<file path="config.mk">
export PLATFORM = sky130hd
export DESIGN_NAME = kb_lane_ctrl
export DESIGN_NICKNAME = d
export VERILOG_FILES = /design/src/rtl/kb_pkg.sv /design/src/rtl/kb_evt_fifo.sv /design/src/rtl/kb_lane_ctrl.sv
export SDC_FILE = /design/constraint.sdc
export NUM_CORES = 1
export LEC_CHECK = 0
export CAP_MARGIN = 10
export CORE_MARGIN = 1
export CORE_UTILIZATION = 40
export CTS_CLUSTER_DIAMETER = 150
export DETAILED_ROUTE_END_ITERATION = 6
export SYNTH_ARGS = -nofsm -noshare
export SYNTH_HDL_FRONTEND = slang
export SYNTH_HIERARCHICAL = 1
export SYNTH_SLANG_ARGS = --single-unit
export TNS_END_PERCENT = 5
</file>
<file path="constraint.sdc">
create_clock -name clk -period 5.65 [get_ports clk]
set_clock_uncertainty 0.15 [all_clocks]
set_input_delay 1.13 -clock clk [delete_from_list [all_inputs] [get_ports clk]]
set_output_delay 1.13 -clock clk [all_outputs]
set_load 0.005 [all_outputs]
</file>
<file path="src/rtl/kb_pkg.sv">
// Shared constants, types and key lookup for the keyboard lane controller.
// Scan codes, key indices, FSM encoding and event field layout.
package kb_pkg;

  localparam logic [7:0] SC_A     = 8'h1C;
  localparam logic [7:0] SC_S     = 8'h1B;
  localparam logic [7:0] SC_K     = 8'h42;
  localparam logic [7:0] SC_L     = 8'h4B;
  localparam logic [7:0] SC_ENTER = 8'h5A;
  localparam logic [7:0] SC_BREAK = 8'hF0;
  localparam logic [7:0] SC_EXT   = 8'hE0;

  localparam int KEY_W     = 3;
  localparam int EVT_W     = KEY_W + 1;
  localparam int NUM_LANES = 4;
  localparam int NUM_KEYS  = 5;

  localparam logic [KEY_W-1:0] KEY_A     = 3'd0;
  localparam logic [KEY_W-1:0] KEY_S     = 3'd1;
  localparam logic [KEY_W-1:0] KEY_K     = 3'd2;
  localparam logic [KEY_W-1:0] KEY_L     = 3'd3;
  localparam logic [KEY_W-1:0] KEY_ENTER = 3'd4;

  typedef enum logic [1:0] {
    ST_IDLE,
    ST_BRK,
    ST_EXT,
    ST_EXT_BRK
  } kb_state_t;

  typedef struct packed {
    logic             hit;
    logic [KEY_W-1:0] key;
  } key_hit_t;

  typedef struct packed {
    logic             press;
    logic [KEY_W-1:0] key;
  } kb_evt_t;

  function automatic key_hit_t key_lookup(input logic [7:0] code);
    key_hit_t r;
    r = '0;
    unique case (1'b1)
      code == SC_A:     r = '{hit: 1'b1, key: KEY_A};
      code == SC_S:     r = '{hit: 1'b1, key: KEY_S};
      code == SC_K:     r = '{hit: 1'b1, key: KEY_K};
      code == SC_L:     r = '{hit: 1'b1, key: KEY_L};
      code == SC_ENTER: r = '{hit: 1'b1, key: KEY_ENTER};
      default:          r = '0;
    endcase
    return r;
  endfunction

endpackage

</file>
<file path="src/rtl/kb_evt_fifo.sv">
// First-word fall-through event FIFO with sticky overflow flag.
// Ports: push/push_data in, pop in, pop_data/full/empty/overflow out.
import kb_pkg::*;

module kb_evt_fifo #(
  parameter int DEPTH = 8,
  parameter int WIDTH = 4
) (
  input  logic             clk,
  input  logic             rst,
  input  logic             push,
  input  logic [WIDTH-1:0] push_data,
  input  logic             pop,
  output logic [WIDTH-1:0] pop_data,
  output logic             full,
  output logic             empty,
  output logic             overflow
);

  localparam int AW = $clog2(DEPTH);

  logic [WIDTH-1:0] mem [DEPTH];
  logic [AW-1:0]    wr_ptr;
  logic [AW-1:0]    rd_ptr;
  logic [AW:0]      count;
  logic             do_pop;
  logic             do_push;

  assign empty    = (count == '0);
  assign full     = (count == (AW+1)'(DEPTH));
  assign pop_data = mem[rd_ptr];

  // A pop frees the slot a simultaneous push needs.
  assign do_pop  = pop & ~empty;
  assign do_push = push & (~full | do_pop);

  always_ff @(posedge clk) begin
    if (do_push) mem[wr_ptr] <= push_data;
  end

  always_ff @(posedge clk or negedge rst) begin
    if (!rst) begin
      wr_ptr   <= '0;
      rd_ptr   <= '0;
      count    <= '0;
      overflow <= 1'b0;
    end else begin
      if (do_push) wr_ptr <= wr_ptr + 1'b1;
      if (do_pop)  rd_ptr <= rd_ptr + 1'b1;
      unique case ({do_push, do_pop})
        2'b10:   count <= count + 1'b1;
        2'b01:   count <= count - 1'b1;
        default: count <= count;
      endcase
      if (push && !do_push) overflow <= 1'b1;
    end
  end

endmodule

</file>
<file path="src/rtl/kb_lane_ctrl.sv">
// PS/2 set-2 decoder for four lanes plus Enter, with event FIFO.
// Ports: code_in/code_valid in; held levels, pulses, evt_* and proto_err out.
import kb_pkg::*;

module kb_lane_ctrl #(
  parameter int FIFO_DEPTH     = 8,
  parameter int PREFIX_TIMEOUT = 2_000_000
) (
  input  logic                 clk,
  input  logic                 rst,
  input  logic [7:0]           code_in,
  input  logic                 code_valid,
  output logic [NUM_LANES-1:0] lane_held,
  output logic                 enter_held,
  output logic [NUM_LANES-1:0] press_pulse,
  output logic [NUM_LANES-1:0] release_pulse,
  output logic                 enter_press,
  output logic                 evt_valid,
  output logic [EVT_W-1:0]     evt_data,
  input  logic                 evt_ready,
  output logic                 evt_overflow,
  output logic                 proto_err
);

  localparam int TW = $clog2(PREFIX_TIMEOUT + 1);

  kb_state_t            state, state_d;
  logic [TW-1:0]        timer;
  logic                 armed;
  logic                 cv;
  logic                 tmo;
  logic [NUM_KEYS-1:0]  held, held_d;
  logic [NUM_LANES-1:0] press_d, rel_d;
  logic                 ent_d;
  logic                 perr_d;
  logic                 push;
  kb_evt_t              push_evt;
  logic                 do_make;
  logic                 do_break;
  key_hit_t             hit;
  logic                 fifo_empty;
  logic                 fifo_full;

  // The first edge after reset release ignores any strobe.
  assign cv  = code_valid & armed;
  assign hit = key_lookup(code_in);
  assign tmo = (state != ST_IDLE) &&
               (timer == TW'(PREFIX_TIMEOUT - 1));

  always_comb begin
    state_d  = state;
    held_d   = held;
    press_d  = '0;
    rel_d    = '0;
    ent_d    = 1'b0;
    perr_d   = 1'b0;
    push     = 1'b0;
    push_evt = '0;
    do_make  = 1'b0;
    do_break = 1'b0;

    if (cv) begin
      unique case (state)
        ST_IDLE: begin
          if (code_in == SC_BREAK)    state_d = ST_BRK;
          else if (code_in == SC_EXT) state_d = ST_EXT;
          else                        do_make = 1'b1;
        end
        ST_EXT: begin
          state_d = (code_in == SC_BREAK) ? ST_EXT_BRK
                                          : ST_IDLE;
        end
        ST_BRK: begin
          state_d = ST_IDLE;
          if (code_in == SC_BREAK || code_in == SC_EXT)
            perr_d = 1'b1;
          else
            do_break = 1'b1;
        end
        ST_EXT_BRK: state_d = ST_IDLE;
        default:    state_d = ST_IDLE;
      endcase
    end else if (tmo) begin
      state_d = ST_IDLE;
      perr_d  = 1'b1;
    end

    if (do_make && hit.hit && !held[hit.key]) begin
      held_d[hit.key] = 1'b1;
      if (hit.key == KEY_ENTER) ent_d = 1'b1;
      else press_d[hit.key[1:0]] = 1'b1;
      push     = 1'b1;
      push_evt = '{press: 1'b1, key: hit.key};
    end

    if (do_break && hit.hit && held[hit.key]) begin
      held_d[hit.key] = 1'b0;
      if (hit.key != KEY_ENTER) rel_d[hit.key[1:0]] = 1'b1;
      push     = 1'b1;
      push_evt = '{press: 1'b0, key: hit.key};
    end
  end

  always_ff @(posedge clk or negedge rst) begin
    if (!rst) begin
      state         <= ST_IDLE;
      timer         <= '0;
      armed         <= 1'b0;
      held          <= '0;
      press_pulse   <= '0;
      release_pulse <= '0;
      enter_press   <= 1'b0;
      proto_err     <= 1'b0;
    end else begin
      state         <= state_d;
      armed         <= 1'b1;
      held          <= held_d;
      press_pulse   <= press_d;
      release_pulse <= rel_d;
      enter_press   <= ent_d;
      proto_err     <= perr_d;
      if (cv || state == ST_IDLE || tmo) timer <= '0;
      else                               timer <= timer + 1'b1;
    end
  end

  assign lane_held  = held[NUM_LANES-1:0];
  assign enter_held = held[KEY_ENTER];
  assign evt_valid  = ~fifo_empty;

  kb_evt_fifo #(
    .DEPTH (FIFO_DEPTH),
    .WIDTH (EVT_W)
  ) u_fifo (
    .clk       (clk),
    .rst       (rst),
    .push      (push),
    .push_data (push_evt),
    .pop       (evt_ready),
    .pop_data  (evt_data),
    .full      (fifo_full),
    .empty     (fifo_empty),
    .overflow  (evt_overflow)
  );

  logic unused_full;
  assign unused_full = fifo_full;

endmodule

</file>
==> flow_results.org <==
** Run status
- The flow ran to the end, and the final reports show no timing, DRC or antenna violations.

** Clocking
- Number of H-tree levels :: 3
- TritonCTS clock tree :: done
- The clock passes through at most 2 buffers.
- Number of buffers created by CTS :: 9
- In this run, post-CTS repair resized a total of 0 instances.
- Buffers added to address setup during post-CTS repair amount to 0.
- Number of sinks on the clock net :: 82
- Clock transition at path regs :: 0.08 ns
- Clock insertion delay at the later pin of the skew report :: between 0.3 and 0.4 ns
- Hold-fix buffers, CTS :: 0
- The tree is rooted in a clkbuf_8.

** Synthesis
- Share of the yosys chip area belonging to registers :: 0.5611
- Cell Area, Synth :: approximately 0.0039 mm²
- After synthesis the netlist holds a flip-flop and latch count of just over 80.
- The share of synthesized area in the top cell type comes to 0.3174.
- Synth warn :: 6
- Synthesized area per cell :: 11.95 µm²
- Yosys top cell by area :: dfrtp_1
- Synthesis produced a netlist with a net count of 348.
- By area the synthesized netlist is led by dfrtp_1 32%, edfxtp_1 24%, mux4_2 4.6%.
- Netlist cell types :: 57
- After technology mapping, the gate count stands at between 300 and 400.

** Placement
- Placed cells :: between 400 and 500
- IO Port Bufs :: 32
- The congestion estimate from routability-driven global placement came to just over 0.8.
- HPWL reported at the end of detailed placement :: a little over 5000 µm

** Worst setup path
- Setup crit start kind :: primary input
- For this run, the slowest stage of the critical path takes ~0.57 ns.
- The critical path goes through clkdlybuf4s50_1, or4b_4, or3_4, o41a_2, or4_1, or2_1, nand2_1, or2_1, inv_1, ha_1, or2_2, a21oi_1, mux2_2, nand3_1.
- Kind of critical path :: primary input to flip-flop
- CP max stage cell :: or4b_4
- The number of buffers and inverters on the critical path is 2.
- Data arrival, critical path :: between 4 and 5 ns
- Required time of the critical path :: about 5.8 ns
- The worst setup path is captured at a flip-flop.
- Among cell families on the critical path, the largest total delay comes from simple AND/OR/NAND/NOR gates.
- In this run the worst path has a maximum fanout of 7.
- Cell type with the highest occurrence count on the critical path :: or2_1

** Job
- Max-cap violations in this run came to 0.

** Pwr
- Seq pwr share :: 0.509
- Areal power density over the cells :: about 320 mW/mm²
- Fraction of power spent switching nets :: 0.2851
- Combinational power share :: 0.227
- The analysis attributes to net switching a power of a little over 400 µW.
- The worst-case IR drop observed on VDD is ~0.13 mV.
- Of the total power, the clock network draws 0.264.
- The analysis attributes to cell leakage a power of ~1.7 nW.
- Internal Pwr Total :: 1.027 mW

** Floorplan
- Die Width :: between 100 and 150 µm
- # rows :: 35
- Die area :: between 0.01 and 0.015 mm²
- Measured along the y axis, the die boundary spans roughly 100 µm.
- CORE AREA :: ~0.0094 mm²
- The initial utilization of the core area, before any placement, comes to 0.4187.
- Top-level port count :: 33

** Route
- Wires add up to around 7200 µm.
- Detailed Route Iter0 Violations :: 88
- Vias per std cell :: between 4 and 5
- Final routed DRC violation total :: 0
- Routed wire per std cell :: roughly 14 µm
- The first TritonRoute pass finished after 4 iterations.
- Detailed routing inserted a total of about 2500 vias.
- The count of nets left with antenna violations once routing finished came out at 0.

** Final layout
- Leaving out fill and tap cells, the most frequent cell in the layout is dfrtp_1.
- The sequential cells in the finished layout cover a total of approximately 0.0022 mm².
- Number of nets in the final layout :: 384
- The finished layout holds 500 standard cells, fillers aside.
- Area used by multi-input combinational logic :: 0.001573 mm²
- Area added between synthesis and finish :: 15.36%
- Ratio of cells with drive above 1 in the final layout :: 0.1456
- The repair_antennas step left the layout with diodes totalling 0.
- Top library cells by usage in the layout, fill and taps aside :: 50 x dfrtp_1, 45 x nor2_1, 32 x edfxtp_1, 31 x clkdlybuf4s50_1, 19 x inv_1
- Filler Cell Count :: about 870

** Global routing
- GRT Util Overall :: 0.1530
- Entering global routing, the biggest net connects 51 pins.
- The number of global-route vias before repair came to 2366.
- The first global-routing pass estimated 11870 µm of wire.
- Global routing finished with a remaining overflow of 0.
- The initial antenna violation count was 0.

** STA
- For this run, the top clock speed supported by timing is a little over 200 MHz.
- Transition time of the tightest slew-check pin :: slightly below 0.7 ns
- Setup violations remaining at the end of the flow were counted as 0.
- Final total negative setup slack :: 0 ns
- Final period util :: 0.8581
- The count of pins over their slew limit came to 0.
- Setup repair after global routing missed its margin :: false
- Final Hold Viols :: 0
- Measured against its own limit, the worst slew margin works out to 0.5443.
- Clock period minus worst slack :: 4.848 ns

** Min path
- Class of the tightest hold or removal check :: flip-flop to flip-flop
-- Yosys cell counts (all sizes together) --
cell type,instances
and2,1
or2b,1
o41a,1
or3,6
a31oi,2
or4,3
a21oi,7
ha,5
o22ai,1
mux2i,2
o21ai,10
o2bb2ai,1
buf,8
mux4,8
xnor2,17
or2,3
nor2b,2
mux2,9
xor2,14
o31ai,3
nand4b,1
fa,1
nand2,15
nand3,10
nor2,47
o21a,1
nor4b,4
nand3b,1
and3,2
dfrtp,50
a211o,1
or4b,1
edfxtp,32
inv,19
nand4,8
conb,1
nor4,6
clkbuf,4
a21boi,1
a21o,1
o32ai,1
o41ai,1
nor3,10
nand2b,7
a31o,1
-- stage by stage --
| stage | setup WS [ns] | cell area, µm² | util | total power [mW] | hold WS (ns) |
|---|---|---|---|---|---|
| 6_report | 0.8020 | 4548 | 0.4831 | 1.437 | 0.3440 |
| 5_1_grt | 0.4783 | 4548 | 0.4831 | 1.523 | 0.3718 |
| 4_1_cts | 0.8052 | 4548 | 0.4831 | 1.463 | 0.3432 |
| 3_5_place_dp | 0.4263 | 4370 | 0.4642 | 1.078 | 0.3321 |
| 3_3_place_gp | 0.5207 | 4370 | 0.4642 | 1.071 | 0.3217 |
| 2_1_floorplan | 0.9265 | 3943 | - | 0.9590 | 0.3047 |
-- state kept, by name, summed over array words and instances, names as in the netlist, 2 cells and up --
name / cells
u_fifo/count: 4
press_pulse: 4
timer: 21
state: 2
u_fifo/wr_ptr: 3
release_pulse: 4
u_fifo/rd_ptr: 3
held: 5
u_fifo/mem: 32
-- power by group through the flow --
stage                     registers [mW]  clock network (mW)  logic, mW
final                              0.732               0.380      0.325
after global routing               0.744               0.419      0.361
after CTS                          0.735               0.397      0.331
after detailed placement           0.747                   0      0.331
after global placement             0.746                   0      0.324
after floorplan                    0.704                   0      0.255
-- final timing paths --
| path | cells past startpoint | start | to | slack (ns) |
|---|---|---|---|---|
| hold / removal | 1 | timer[0]$_DFF_PN0_ | timer[0]$_DFF_PN0_ | 0.34 |
| setup reg to reg | 13 | held[2]$_DFF_PN0_ | u_fifo/count[3]$_DFFE_PN0P_ | 2.30 |
| max in group asynchronous | 2 | rst | timer[20]$_DFF_PN0_ | 4.17 |
| min in group asynchronous | 2 | rst | held[2]$_DFF_PN0_ | 0.73 |
| hold reg to reg | 1 | timer[0]$_DFF_PN0_ | timer[0]$_DFF_PN0_ | 0.34 |
| setup / recovery | 14 | code_in[2] | u_fifo/count[3]$_DFFE_PN0P_ | 0.80 |
-- cell families after synthesis --
| family | share of synthesized area |
|---|---|
| mux | 0.07839 |
| other cells | 0.0009512 |
| flops | 0.5611 |
| fa+ha+maj | 0.02095 |
| compound gates | 0.06125 |
| xor+xnor | 0.06887 |
| simple gates | 0.1685 |
| buf+inv | 0.03998 |
-- area by class of cell --
cell class,count,share of cell area
Inverter,19,0.01568
Clock inverter,6,0.008803
Tap cell,129,0.03549
Sequential cell,82,0.4864
Multi-Input combinational cell,217,0.3458
Clock buffer,10,0.03026
Timing Repair Buffer,37,0.07758
-- metal layers --
layer  global-route usage  share of wire  vias up
met3              0.04486          0.029        2
met5                    0              0        -
met4              0.04348         0.0063        0
li1                     -              -     1239
met1               0.2130           0.49     1222
met2               0.2334           0.47       36
Power figures use the tool's default switching activity.
